[config.mk]
export PLATFORM = sky130hd
export DESIGN_NAME = regfile_writeback
export DESIGN_NICKNAME = d
export VERILOG_FILES = /design/src/rtl/regfile_writeback.sv
export SDC_FILE = /design/constraint.sdc
export NUM_CORES = 1
export LEC_CHECK = 0
export CAP_MARGIN = 25
export CELL_PAD_IN_SITES_DETAIL_PLACEMENT = 1
export CELL_PAD_IN_SITES_GLOBAL_PLACEMENT = 1
export CORE_ASPECT_RATIO = 1.2
export CORE_MARGIN = 2
export CORE_UTILIZATION = 47
export CTS_CLUSTER_SIZE = 10
export DETAILED_ROUTE_END_ITERATION = 10
export PLACE_DENSITY = 0.91
export SYNTH_ARGS = -nofsm -noshare
export SYNTH_HDL_FRONTEND = slang
export SYNTH_SLANG_ARGS = --single-unit
[constraint.sdc]
create_clock -name clk -period 5.02 [get_ports clk]
set_clock_uncertainty 0.2 [all_clocks]
set_input_delay 1.506 -clock clk [delete_from_list [all_inputs] [get_ports clk]]
set_output_delay 1.506 -clock clk [all_outputs]
set_load 0.03 [all_outputs]
[src/rtl/regfile_writeback.sv]
// regfile_writeback: arbitrates ALU/load results into an in-order FIFO and drives one register-file write per cycle
module regfile_writeback #(
   parameter int DEPTH = 4,
   parameter int PTR_W = $clog2(DEPTH)
) (
   input  logic        clk,
   input  logic        rst,
   input  logic        alu_valid,
   output logic        alu_ready,
   input  logic [4:0]  alu_rd,
   input  logic [31:0] alu_data,
   input  logic        ld_valid,
   output logic        ld_ready,
   input  logic [4:0]  ld_rd,
   input  logic [31:0] ld_data,
   output logic        we,
   output logic [4:0]  wr,
   output logic [31:0] wd,
   output logic [31:0] pend_mask,
   output logic        idle
);
   logic [4:0]       q_rd   [DEPTH];
   logic [31:0]      q_data [DEPTH];
   logic [PTR_W-1:0] rd_ptr, wr_ptr;
   logic [PTR_W:0]   count;
   logic             full, take_ld, take_alu, push, pop;
   logic [4:0]       in_rd;
   logic [31:0]      in_data, pend;
   assign full      = count == (PTR_W+1)'(DEPTH);
   assign ld_ready  = !full;
   assign alu_ready = !full && !ld_valid;
   assign take_ld   = ld_valid && ld_ready;
   assign take_alu  = alu_valid && alu_ready;
   assign in_rd     = take_ld ? ld_rd : alu_rd;
   assign in_data   = take_ld ? ld_data : alu_data;
   // writes to x0 finish their handshake but never enter the queue
   assign push      = (take_ld || take_alu) && in_rd != 5'd0;
   assign pop       = count != '0;
   assign idle      = count == '0 && !we;
   always_ff @(posedge clk) begin
      if (push) begin
         q_rd[wr_ptr]   <= in_rd;
         q_data[wr_ptr] <= in_data;
      end
   end
   always_ff @(posedge clk) begin
      if (!rst) begin
         rd_ptr <= '0;
         wr_ptr <= '0;
         count  <= '0;
         we     <= 1'b0;
         wr     <= 5'd0;
         wd     <= 32'd0;
      end else begin
         wr_ptr <= push ? wr_ptr + 1'b1 : wr_ptr;
         rd_ptr <= pop ? rd_ptr + 1'b1 : rd_ptr;
         count  <= count + (PTR_W+1)'(push) - (PTR_W+1)'(pop);
         we     <= pop;
         wr     <= pop ? q_rd[rd_ptr] : wr;
         wd     <= pop ? q_data[rd_ptr] : wd;
      end
   end
   always_comb begin
      pend = we ? 32'(1) << wr : 32'd0;
      for (int i = 0; i < DEPTH; i++)
         pend = (PTR_W+1)'(i) < count ? pend | (32'(1) << q_rd[rd_ptr + PTR_W'(i)]) : pend;
   end
   assign pend_mask = pend & 32'hFFFF_FFFE;
endmodule

Word level (Yosys, flattened, before mapping):

Memories as Yosys holds them, arrays and structs flattened. A register that Yosys moved wholly into a read port is not among the register bits.
Cells that the tools add are included.

* flip-flop bits (word level): 13
* RAM bits: 148
* input bits: 78
* output and inout port bits: 73
* logic and storage cells: 51
* memories: 2

* add/subtract/negate cells: 6
* magnitude comparators: 4
* equal/unequal tests: 1
* shift-type cells: 5
* multiplexer cells: 11
* bitwise gates (word level): 4
* reductions and logical operators: 13

Memories
* q_data: depth 4, width 32, rd ports 1, clocked after Yosys merged registers in 1, write ports 1, line 23 `logic [31:0] q_data [DEPTH];`
* q_rd: depth 4, width 5, rd ports 4, clocked after Yosys merged registers in 1, write ports 1, line 22 `logic [4:0] q_rd [DEPTH];`

Operators by type and width (number)
* $mux W32: 6
* $shl A1 B5 Y32 const A: 5
* $or A32 B32 Y32: 4
* $lt A1 B3 Y1 const A: 2
* $lt A2 B3 Y1 const A: 2
* $logic_and A1 B1 Y1: 5
* $mux W5: 1
* $reduce_bool A5 Y1: 1
* $add A2 B1 Y2 const B: 2
* $add A2 B2 Y2 const B: 2
* $logic_not A1 Y1: 4
* $mux W2: 2
* $add A3 B1 Y3: 1
* $eq A3 B3 Y1 const B: 1
* $logic_not A3 Y1: 1
* $reduce_bool A3 Y1: 1
* $sub A3 B1 Y3: 1
* $mux W1: 2
* $logic_or A1 B1 Y1: 1

Longest topological paths before layout:

Gate-level depths: netlist (run 1).

* depth after elaboration: 10
* depth in mapped cells: 10
* gate-level depth less buffers: 10

Least setup slack after synthesis (run 1):

OpenSTA, ideal clock, no wires.

* path type: input -> register
* start point: input alu_rd[0]
* end point: memory q_data[0][0], enable pin
* library setup time: 0.398 ns
* arrival time: 3.271 ns
* data required time: 4.422 ns
* slack: 1.151 ns
* stages: 4
* buffers on the path: 0
* cells stage by stage: or4_1 o21ai_0 a221oi_1 and2_1

* word-level cells in the longest chain between the ends: 5

RTL lines
* start: declaration: line 10 `input logic [4:0] alu_rd,`
* $mux W5: line 34 `assign in_rd = take_ld ? ld_rd : alu_rd;`
* $reduce_bool A5 Y1: line 37 `assign push = (take_ld || take_alu) && in_rd != 5'd0;`
* $logic_and A1 B1 Y1: line 37
* $mux W1: line 41 `if (push) begin`
* $mux W1 (not written as such): line 43 `q_data[wr_ptr] <= in_data;`
* end: declaration: line 23

No other way between the ends.

Worst setup path in the final report (run 1):

* start point: register rd_ptr[0]
* end point: output pend_mask[23]

* word-level cells in the longest chain between the ends: 9
* elaborated cells between the ends (all ways): 13
* those cells by class: add/sub (3); shift (3); mux (3); bitwise (3); memory (1)

RTL lines
* start: declaration: line 24 `logic [PTR_W-1:0] rd_ptr, wr_ptr;`
* start signal: assignment: line 56 `rd_ptr <= pop ? rd_ptr + 1'b1 : rd_ptr;`
* $add A2 B1 Y2: line 66 `pend = (PTR_W+1)'(i) < count ? pend | (32'(1) << q_rd[rd_ptr + PTR_W'(i)]) : pend;`
* $mem_v2 Z4 W5 (*)
* $shl A1 B5 Y32: line 66
* $or A32 B32 Y32: line 66
* $mux W32: line 66
* $or A32 B32 Y32: line 66
* $mux W32: line 66
* $or A32 B32 Y32: line 66
* $mux W32 (*): line 66
* end: declaration: line 19 `output logic [31:0] pend_mask,`

Mark *: on every way between the ends. The rest lies on a longest branch, timed or not.

==> metrics, run 1 <==
status completed; flops & latches, synth 195; Clock Latency Late Sink 0.46 ns; EDFF count, synth 148; Slew @ Worst Pin 1.00 ns; fillers 1911; n_diodes 0; register area share after synthesis 57.2%; CP arrival 3.21 ns; PwrDens 645 nW/um2; total power draw 0.00766 W; Slew headroom 32.8%; CTS tree built; vias in the first global route 7739; post-synthesis net count 797; Peak VDD IR 0.000350 V; First-pass DRT Iterations 5; Leak 4.02 nW; hold wc startpoint wd[7]; core area 19600 um2; cell count along the critical path 6; cell area after synthesis 9420 um2; MaxCap Viol Count 0; H-Tree Level Count 4; crit end category output port; synthesis-to-finish area growth 26.2%; most frequent cells in the layout clkdlybuf4s50_1 (148), edfxtp_1 (148), nand2_1 (114); Cells after Synth 710; Routed Antenna Nets 0; Top FF cell, synth edfxtp_1; FF-to-FF path depth 5; startpoint types register; R2R setup slack 2.01 ns; full die area 21200 um2; final wirelength 31.1 mm; Seq. cell area 5390 um2; Worst Setup SP rd_ptr[0]; largest net degree at the start of global routing 41; DP HPWL 20.4 mm; hold crit path type reg2reg; DR vias/cell 6.07; distinct cell type count of the synthesized netlist 46; routed vias 6890; CTS Root Cell clkbuf_16; Final GP Congestion 0.927; Top delay family on crit path simple AND/OR/NAND/NOR gates; WP buf/inv 1; Net count, final 949; Port Buffers 149; TritonCTS Buffers 17; RSZ-0062 raised after global routing yes; Max Fanout on Critical Path 16; share of post-route cells with drive strength above 1 18.7%; Yosys warnings 0; Initial Utilization 48.0%; data required time of the worst path 3.31 ns; async set-reset flop share out of synthesis 0%; Worst-path clk slew 0.08 ns; multi-input logic area 3810 um2; Placed Cells 1100; hold_buf cts 0; final period utilization 97.9%; worst-path cell chain mux4_2 -> or3_1 -> nor2_1 -> a22oi_1 -> nand3_1 -> clkdlybuf4s50_1; Sink Count 195; standard-cell rows 56; first-pass GRT wire length 48.0 mm; initial antenna violation count 0; hold depth 2; die height 159 um; Crit path largest cell delay 0.68 ns; Reg-to-Reg Start count[2]; worst setup path class reg2out; Final Non-Filler Cells 1136; fin. max-slew vios 0; post-route minimum period 4.91 ns; Final Setup Violations 0; WL/cell 27.3 um; die width 133 um; DRT iter0 DRCs 535; Syn Area/Cell 13.3 um2; Final Hold Vio Count 0; CP max stage cell clkdlybuf4s50_1; Top Ports 151; gr usage total 30.1%; GRT Residual Overflow 0; Max Freq 0.204 GHz; clock buffer depth 2; remaining routing DRC violations 0
==> Yosys cell counts, types with 2 or more instances <==
cell type	n	area (um2)
inv_1	12	45.0
nand2b_1	10	62.6
nor3_1	9	45.0
buf_1	3	11.3
nor2b_4	3	41.3
nor3b_1	3	22.5
dfxtp_1	47	941
edfxtp_1	148	4440
nor2b_1	16	100
nor3_2	3	30.0
nand2_1	115	432
xnor2_1	3	26.3
a21boi_0	37	278
buf_4	9	67.6
nand3_1	35	175
and3b_1	2	17.5
a22oi_1	57	428
mux4_1	2	52.6
nor2b_2	4	35.0
mux4_2	50	1130
buf_2	4	20.0
a32oi_1	4	35.0
nor2_1	38	143
and2_1	13	81.3
clkbuf_1	18	67.6
mux2_2	37	417
buf_6	2	22.5
ha_1	8	100
==> final timing paths <==
| kind | end |
|---|---|
| min reg2reg | wd[7] |
| min | wd[7] |
| max reg2reg | q_data[3][12] |
| max | pend_mask[23] |
==> worst min-delay path, cell delays in order (launching register included) <==
cell and delay, ns:
dfxtp_1 0.32, nand2_1 0.05, a21boi_0 0.06
==> area by class of cell <==
class,instances,share of cell area [%]
Sequential cell,195,45.4
Multi-Input combinational cell,467,32.1
Timing Repair Buffer,169,14.3
Clock buffer,17,3.58
Tap cell,261,2.75
Clock inverter,15,1.51
Inverter,12,0.379
==> cell families (layout without fill, tap and decap cells) <==
| family | Yosys count | after routing | share of synthesized area, % |
|---|---|---|---|
| AND/OR/NAND/NOR | 263 | 263 | 13.6 |
| flip-flops | 195 | 195 | 57.2 |
| other | 1 | 1 | 0.0398 |
| buffers and inverters | 48 | 213 | 2.48 |
| adder cells (fa/ha/maj) | 9 | 9 | 1.28 |
| XOR/XNOR | 3 | 3 | 0.279 |
| multiplexers | 90 | 90 | 17.0 |
| AO/OA/AOI/OAI | 101 | 101 | 8.09 |
==> report_power, final <==
group	internal (W)	leakage (nW)	switching, W	total (W)
registers	0.00225	1.76	0.000307	0.00256
logic	0.00143	1.97	0.00228	0.00371
clock network	0.000678	0.292	0.000711	0.00139
total	0.00436	4.02	0.00330	0.00766
==> metrics by stage <==
step | area (um2) | TNS [ns] | hold WS (ns) | worst slack, ns | utilization (%)
final | 11900 | 0 | 0.273 | 0.107 | 60.6
after global routing | 11900 | -0.131 | 0.305 | -0.0335 | 60.6
after CTS | 11800 | 0 | 0.276 | 0.0991 | 60.1
after detailed placement | 11200 | 0 | 0.262 | 0.554 | 57.0
after global placement | 11200 | 0 | 0.247 | 0.569 | 57.0
after floorplan | 9420 | 0 | 0.328 | 1.15 | -
==> layer usage <==
metal	vias up	global-route usage, %	share of wire, %
met1	3499	34.7	36
met2	325	55.0	55
met4	0	12.6	3.8
met5	-	0	0
met3	75	5.03	4.9
li1	2991	-	-
==> flip-flops by register name, indices dropped and copies added, names as in the netlist, named ones only <==
name	count
wr_ptr	2
we	1
q_data	128
q_rd	20
wr	5
wd	32
count	3
rd_ptr	2
==> repair_timing <==
item	in CTS	in global routing
endpoints found under the setup margin	0	10
resized for setup	0	3
endpoints found under the hold margin	0	0
setup buffers	0	0
Power figures use the tool's default switching activity.
==> run 2, diff against run 1 <==
--- a/config.mk
+++ b/config.mk
@@ -10,10 +10,10 @@
 export CELL_PAD_IN_SITES_GLOBAL_PLACEMENT = 1
 export CORE_ASPECT_RATIO = 1.2
 export CORE_MARGIN = 2
-export CORE_UTILIZATION = 47
+export CORE_UTILIZATION = 44
 export CTS_CLUSTER_SIZE = 10
 export DETAILED_ROUTE_END_ITERATION = 10
-export PLACE_DENSITY = 0.91
+export PLACE_DENSITY = 0.86
 export SYNTH_ARGS = -nofsm -noshare
 export SYNTH_HDL_FRONTEND = slang
 export SYNTH_SLANG_ARGS = --single-unit
==> constraint.sdc (replaced) <==
create_clock -name clk -period 4.61 [get_ports clk]
set_clock_uncertainty 0.2 [all_clocks]
set_input_delay 1.383 -clock clk [delete_from_list [all_inputs] [get_ports clk]]
set_output_delay 1.383 -clock clk [all_outputs]
set_load 0.03 [all_outputs]
==> metrics, run 2 (synthesis gave the netlist of run 1 again) <==
status completed (unchanged); die width 138 um (was 133 um); die height 164 um (was 159 um); crit end category output port (unchanged); Switching Power 0.00351 W (was 0.00330 W); WL/cell 25.6 um (was 27.3 um); fin. max-slew vios 0 (unchanged); Slew headroom 35.1% (was 32.8%); initial antenna violation count 0 (unchanged); top flop regs q_data: 128 flops, wd: 32 flops, q_rd: 20 flops (unchanged); worst setup path class reg2out (unchanged); post-route minimum period 4.44 ns; worst hold slack 0.279 ns (was 0.273 ns); First-pass DRT Iterations 5 (unchanged); RSZ-0062 raised after global routing no (was yes); gr usage total 27.2% (was 30.1%); most common cell after layout, fill and taps aside edfxtp_1; first-pass GRT wire length 44.9 mm (was 48.0 mm); DRT iter0 DRCs 395 (was 535); hold_buf cts 0 (unchanged); hold depth 2 (unchanged); CP max stage cell clkdlybuf4s50_1 (unchanged); CTS tree built (unchanged); Reg-to-Reg Start count[2] (unchanged); Slew @ Worst Pin 0.970 ns (was 1.00 ns); PwrDens 691 nW/um2 (was 645 nW/um2); MaxCap Viol Count 0 (unchanged); Seq pwr share 33.7% (was 33.4%); final wirelength 29.5 mm (was 31.1 mm); final period utilization 96.4%; routed vias 6876 (was 6890); Final GP Congestion 0.921 (was 0.927); Setup TNS 0 ns (unchanged); n_diodes 0 (unchanged); most frequent cells in the layout edfxtp_1 (148), clkdlybuf4s50_1 (119), nand2_1 (114) (was clkdlybuf4s50_1 (148), edfxtp_1 (148), nand2_1 (114)); max reg flops 128 (unchanged); remaining routing DRC violations 0 (unchanged); # Post-CTS Setup Buffers 0 (unchanged); core area 21000 um2 (was 19600 um2); fillers 2071 (was 1911); DP Worst Slack 0.312 ns (was 0.554 ns); share of post-route cells with drive strength above 1 21.3% (was 18.7%); Peak VDD IR 0.000356 V (was 0.000350 V); Top Ports 151 (unchanged); TritonCTS Buffers 17 (unchanged); clock buffer depth 2 (unchanged); Final Cell Area 11900 um2 (about the same); DP HPWL 19.9 mm (was 20.4 mm); Largest Register q_data (unchanged); DR vias/cell 5.97 (was 6.07); R2R setup slack 1.62 ns (was 2.01 ns); hold wc startpoint wd[11] (was wd[7]); Gate power share 48.7% (was 48.4%); Worst-path clk slew 0.09 ns (was 0.08 ns); WHS Endpoint wd[11] (was wd[7]); Final Setup Violations 0 (unchanged); Clock Latency Late Sink 0.43 ns (was 0.46 ns); CTS Root Cell clkbuf_16 (unchanged); data required time of the worst path 3.03 ns (was 3.31 ns); Port Buffers 149 (unchanged); vias in the first global route 7588 (was 7739); Internal Pwr Total 0.00474 W (was 0.00436 W); FF-to-FF path depth 5 (unchanged); Routed Antenna Nets 0 (unchanged); switching fraction of total power 42.5% (was 43.1%); Max Freq 0.225 GHz; largest net degree at the start of global routing 47 (was 41); Initial Utilization 44.9% (was 48.0%); hold crit path type reg2reg (unchanged); worst-path cell chain inv_1 -> ha_1 -> or3b_4 -> nor2b_4 -> a22oi_1 -> nand3_1 -> clkdlybuf4s50_1 (was mux4_2 -> or3_1 -> nor2_1 -> a22oi_1 -> nand3_1 -> clkdlybuf4s50_1); H-Tree Level Count 4 (unchanged); GRT Residual Overflow 0 (unchanged); Net count, final 955 (was 949); Leak 4.27 nW (was 4.02 nW); CP arrival 2.86 ns (was 3.21 ns); Post-DP Area 11300 um2 (was 11200 um2); Worst R2R End q_data[3][8] (was q_data[3][12]); Crit path largest cell delay 0.67 ns (was 0.68 ns); clock power share 17.6% (was 18.1%); Sink Count 195 (unchanged); Final Hold Vio Count 0 (unchanged); synthesis-to-finish area growth 26.8% (was 26.2%); Max Fanout on Critical Path 8 (was 16); full die area 22600 um2 (was 21200 um2); setup ws final 0.167 ns (was 0.107 ns); standard-cell rows 58 (was 56); startpoint types register (unchanged)
-- run 2: changes by cell type in the layout (fill, tap and decap cells not counted), sizes merged --
cell           change
clkinv             +1
clkdlybuf4s50     -29
clkbuf             +2
inv                -2
dlygate4sd2        +4
dlymetal6s2s      +10
clkinvlp           -1
buf               +21
-- run 2: per-stage QoR --
step	util (%)	instances	power, W
after floorplan	-	710	0.00518
after global placement	54.0	1119	0.00659
after detailed placement	54.0	1119	0.00675
after CTS	56.7	1151	0.00826
after global routing	56.9	1151	0.00862
final	56.9	1151	0.00825
-- run 2: what timing repair did --
item / CTS / global route
gates resized for setup: 6 / 17
setup endpoints to repair: 7 / 12
pin swaps: 0 / 0
endpoints found under the hold margin: 0 / 0
-- run 2: how the worst max path moves through the flow --
stage	from	end	slack, ns	cells past startpoint
2_1_floorplan	alu_rd[0]	q_data[0][0]	0.86	4
6_report	count[2]	pend_mask[30]	0.17	7
3_3_place_gp	ld_valid	alu_ready	0.39	3
4_1_cts	rd_ptr[1]	pend_mask[25]	0.001	5
3_5_place_dp	alu_rd[1]	count[2]	0.31	11
5_1_grt	count[2]	pend_mask[30]	0.0004	7
-- run 2: worst max-delay path: cells and delay by family, from the launching register on --
kind	cells	cell delay (ns)
and+or+nand+nor	3	0.78
adders and majority gates	1	0.31
DFF	1	0.43
AOI/OAI and AO/OA	1	0.08
buffers and inverters	2	0.82
-- run 2: routing by layer --
metal  global-route usage [%]  vias up  wire length, um
li1                         -     3005                -
met1                     31.1     3451            10800
met2                     48.7      338            15800
met3                     4.69       82             1580
met4                     13.4        0             1230
met5                        0        -                0
-- run 2: cell type report --
type	instances	area, um2	share of cell area [%]
tap	270	338	2.83
multi-input combinational	467	3830	32.0
sequential	195	5390	45.2
timing repair buffer	175	1760	14.7
inverter	12	45.0	0.377
clock buffer	19	433	3.63
clock inverter	13	144	1.21
-- run 2: power by group through the flow --
| stage | Clock, W | Sequential [W] | Combinational (W) |
|---|---|---|---|
| global route | 0.00153 | 0.00283 | 0.00426 |
| finish | 0.00145 | 0.00278 | 0.00402 |
| floorplan | 0 | 0.00295 | 0.00223 |
| CTS | 0.00147 | 0.00278 | 0.00401 |
| global placement | 0 | 0.00274 | 0.00385 |
| detailed placement | 0 | 0.00280 | 0.00395 |
==> run 3, diff against run 2 <==
--- a/config.mk
+++ b/config.mk
@@ -14,6 +14,7 @@
 export CTS_CLUSTER_SIZE = 10
 export DETAILED_ROUTE_END_ITERATION = 10
 export PLACE_DENSITY = 0.86
+export SETUP_SLACK_MARGIN = 0.05
 export SYNTH_ARGS = -nofsm -noshare
 export SYNTH_HDL_FRONTEND = slang
 export SYNTH_SLANG_ARGS = --single-unit
==> metrics, run 3 (synthesis gave the netlist of run 1 again) <==
DRT iter0 DRCs 404 (was 395); Seq. cell area 5390 um2 (unchanged); Internal Pwr Total 0.00473 W (was 0.00474 W); status completed (unchanged); total power draw 0.00823 W (was 0.00825 W); Gate power share 48.6% (was 48.7%); First-pass DRT Iterations 5 (unchanged); gr usage total 27.2% (about the same); fin util 56.8% (was 56.9%); Port Buffers 149 (unchanged); WL/cell 25.6 um (about the same); CP max stage cell mux4_1 (was clkdlybuf4s50_1); PwrDens 691 nW/um2 (about the same); Routed met1 length 10.8 mm (about the same); fillers 2075 (was 2071); Worst R2R End q_data[1][8] (was q_data[3][8]); switching fraction of total power 42.6% (was 42.5%); DR vias/cell 5.96 (was 5.97); Leak 4.18 nW (was 4.27 nW); setup ws final 0.234 ns (was 0.167 ns); GRT Residual Overflow 0 (unchanged); final period utilization 94.9% (was 96.4%); vias in the first global route 7605 (was 7588); Crit path largest cell delay 0.71 ns (was 0.67 ns); Top delay family on crit path multiplexers (was buffers and inverters); Peak VDD IR 0.000356 V (about the same); RSZ-0062 raised after global routing no (unchanged); multi-input logic area 3830 um2 (unchanged); Worst-path clk slew 0.08 ns (was 0.09 ns); crit end category output port (unchanged); DP Worst Slack 0.312 ns (unchanged); Reg-to-Reg Start count[2] (unchanged); worst setup path class reg2out (unchanged); Top Ports 151 (unchanged); crit path to pend_mask[12] (was pend_mask[30]); Top Metal Used met4 (unchanged); final wirelength 29.4 mm (was 29.5 mm); clock power share 17.6% (about the same); Routed Antenna Nets 0 (unchanged); FF-to-FF path depth 5 (unchanged); MaxCap Viol Count 0 (unchanged); Final Cell Area 11900 um2 (about the same); hold crit path type reg2reg (unchanged); Net count, final 955 (unchanged); Largest Register q_data (unchanged); clock buffer depth 2 (unchanged); post-route minimum period 4.38 ns (was 4.44 ns); R2R setup slack 1.64 ns (was 1.62 ns); CP arrival 2.79 ns (was 2.86 ns); synthesis-to-finish area growth 26.5% (was 26.8%); wire length on met3 1.65 mm (was 1.58 mm); Seq pwr share 33.8% (was 33.7%); fin. max-slew vios 0 (unchanged); worst-path cell chain mux4_1 -> nor2b_2 -> nor2b_4 -> a22oi_1 -> nand3_1 -> dlygate4sd2_1 (was inv_1 -> ha_1 -> or3b_4 -> nor2b_4 -> a22oi_1 -> nand3_1 -> clkdlybuf4s50_1); H-Tree Level Count 4 (unchanged); WP buf/inv 1 (was 2); Switching Power 0.00350 W (was 0.00351 W); Final Hold Vio Count 0 (unchanged); Initial Utilization 44.9% (unchanged); Final GP Congestion 0.921 (unchanged); Slew headroom 35.1% (about the same); routed vias 6859 (was 6876); Max Fanout on Critical Path 16 (was 8); WL met2 15.7 mm (was 15.8 mm); most common cell after layout, fill and taps aside edfxtp_1 (unchanged); most frequent cells in the layout edfxtp_1 (148), clkdlybuf4s50_1 (118), nand2_1 (114) (was edfxtp_1 (148), clkdlybuf4s50_1 (119), nand2_1 (114)); CTS tree built (unchanged); startpoint types register (unchanged); data required time of the worst path 3.03 ns (about the same); Setup TNS 0 ns (unchanged); die height 164 um (unchanged); # Post-CTS Setup Buffers 0 (unchanged); Slew @ Worst Pin 0.970 ns (about the same); first-pass GRT wire length 45.0 mm (was 44.9 mm); Max Freq 0.229 GHz (was 0.225 GHz); Clock Latency Late Sink 0.43 ns (about the same); standard-cell rows 58 (unchanged); core area 21000 um2 (unchanged); largest net degree at the start of global routing 47 (unchanged); TritonCTS Buffers 17 (unchanged); Final Setup Violations 0 (unchanged); Post-DP Area 11300 um2 (unchanged); remaining routing DRC violations 0 (unchanged); Worst Setup SP rd_ptr[0] (was count[2]); die width 138 um (unchanged); n_diodes 0 (unchanged); share of post-route cells with drive strength above 1 21.3% (unchanged); CTS Root Cell clkbuf_16 (unchanged); hold_buf cts 0 (unchanged); cell count along the critical path 6 (was 7); DP HPWL 19.9 mm (unchanged); initial antenna violation count 0 (unchanged); hold depth 2 (unchanged); top flop regs q_data: 128 flops, wd: 32 flops, q_rd: 20 flops (unchanged); Sink Count 195 (unchanged); full die area 22600 um2 (unchanged); max reg flops 128 (unchanged)
[run 3: changes by cell type in the layout (fill, tap and decap cells not counted)]
cell / previous run / this run
dlygate4sd2_1: 4 / 12
clkdlybuf4s50_1: 119 / 118
dlymetal6s2s_1: 11 / 4
[run 3: how the worst min path moves through the flow]
stage / to / slack (ns) / from
final: wd[11] / 0.28 / wd[11]
after global routing: wd[4] / 0.30 / wd[4]
after detailed placement: wd[5] / 0.26 / wd[5]
after global placement: wd[17] / 0.25 / wd[17]
after CTS: wd[10] / 0.28 / wd[10]
after floorplan: wr_ptr[1] / 0.33 / wr_ptr[1]
[run 3: worst register-to-register path: cells and delay by family, from the launching register on]
kind                   cells  cell delay [ns]
buffers and inverters      2             0.30
DFF                        1             0.43
muxes                      1             0.53
and+or+nand+nor            2             1.25
[run 3: metrics by stage]
stage | hold slack, ns | instances
2_1_floorplan | 0.328 | 710
3_3_place_gp | 0.249 | 1119
3_5_place_dp | 0.258 | 1119
4_1_cts | 0.284 | 1151
5_1_grt | 0.301 | 1151
6_report | 0.279 | 1151
[run 3: timing repair]
item	4_1_cts	5_1_grt
resized for setup	18	6
gates cloned	0	0
endpoints found under the setup margin	13	4
[run 3: cell type report]
| class | instances | area share (%) |
|---|---|---|
| clock buffers | 19 | 3.63 |
| clock inverters | 13 | 1.21 |
| inverters | 12 | 0.378 |
| multi-input cells | 467 | 32.1 |
| flip-flops and latches | 195 | 45.3 |
| well taps | 270 | 2.84 |
| repair buffers | 175 | 14.5 |
[run 3: power groups by stage]
stage | clock network, W | registers [W] | logic, W
floorplan | 0 | 0.00295 | 0.00223
global placement | 0 | 0.00274 | 0.00385
detailed placement | 0 | 0.00280 | 0.00395
CTS | 0.00147 | 0.00278 | 0.00400
global route | 0.00153 | 0.00283 | 0.00425
finish | 0.00145 | 0.00278 | 0.00400
[run 3: layer usage]
metal  track usage [%]  up-vias
met2              48.6      331
met3              4.72       88
met5                 0        -
met1              31.0     3437
met4              13.8        0
li1                  -     3003
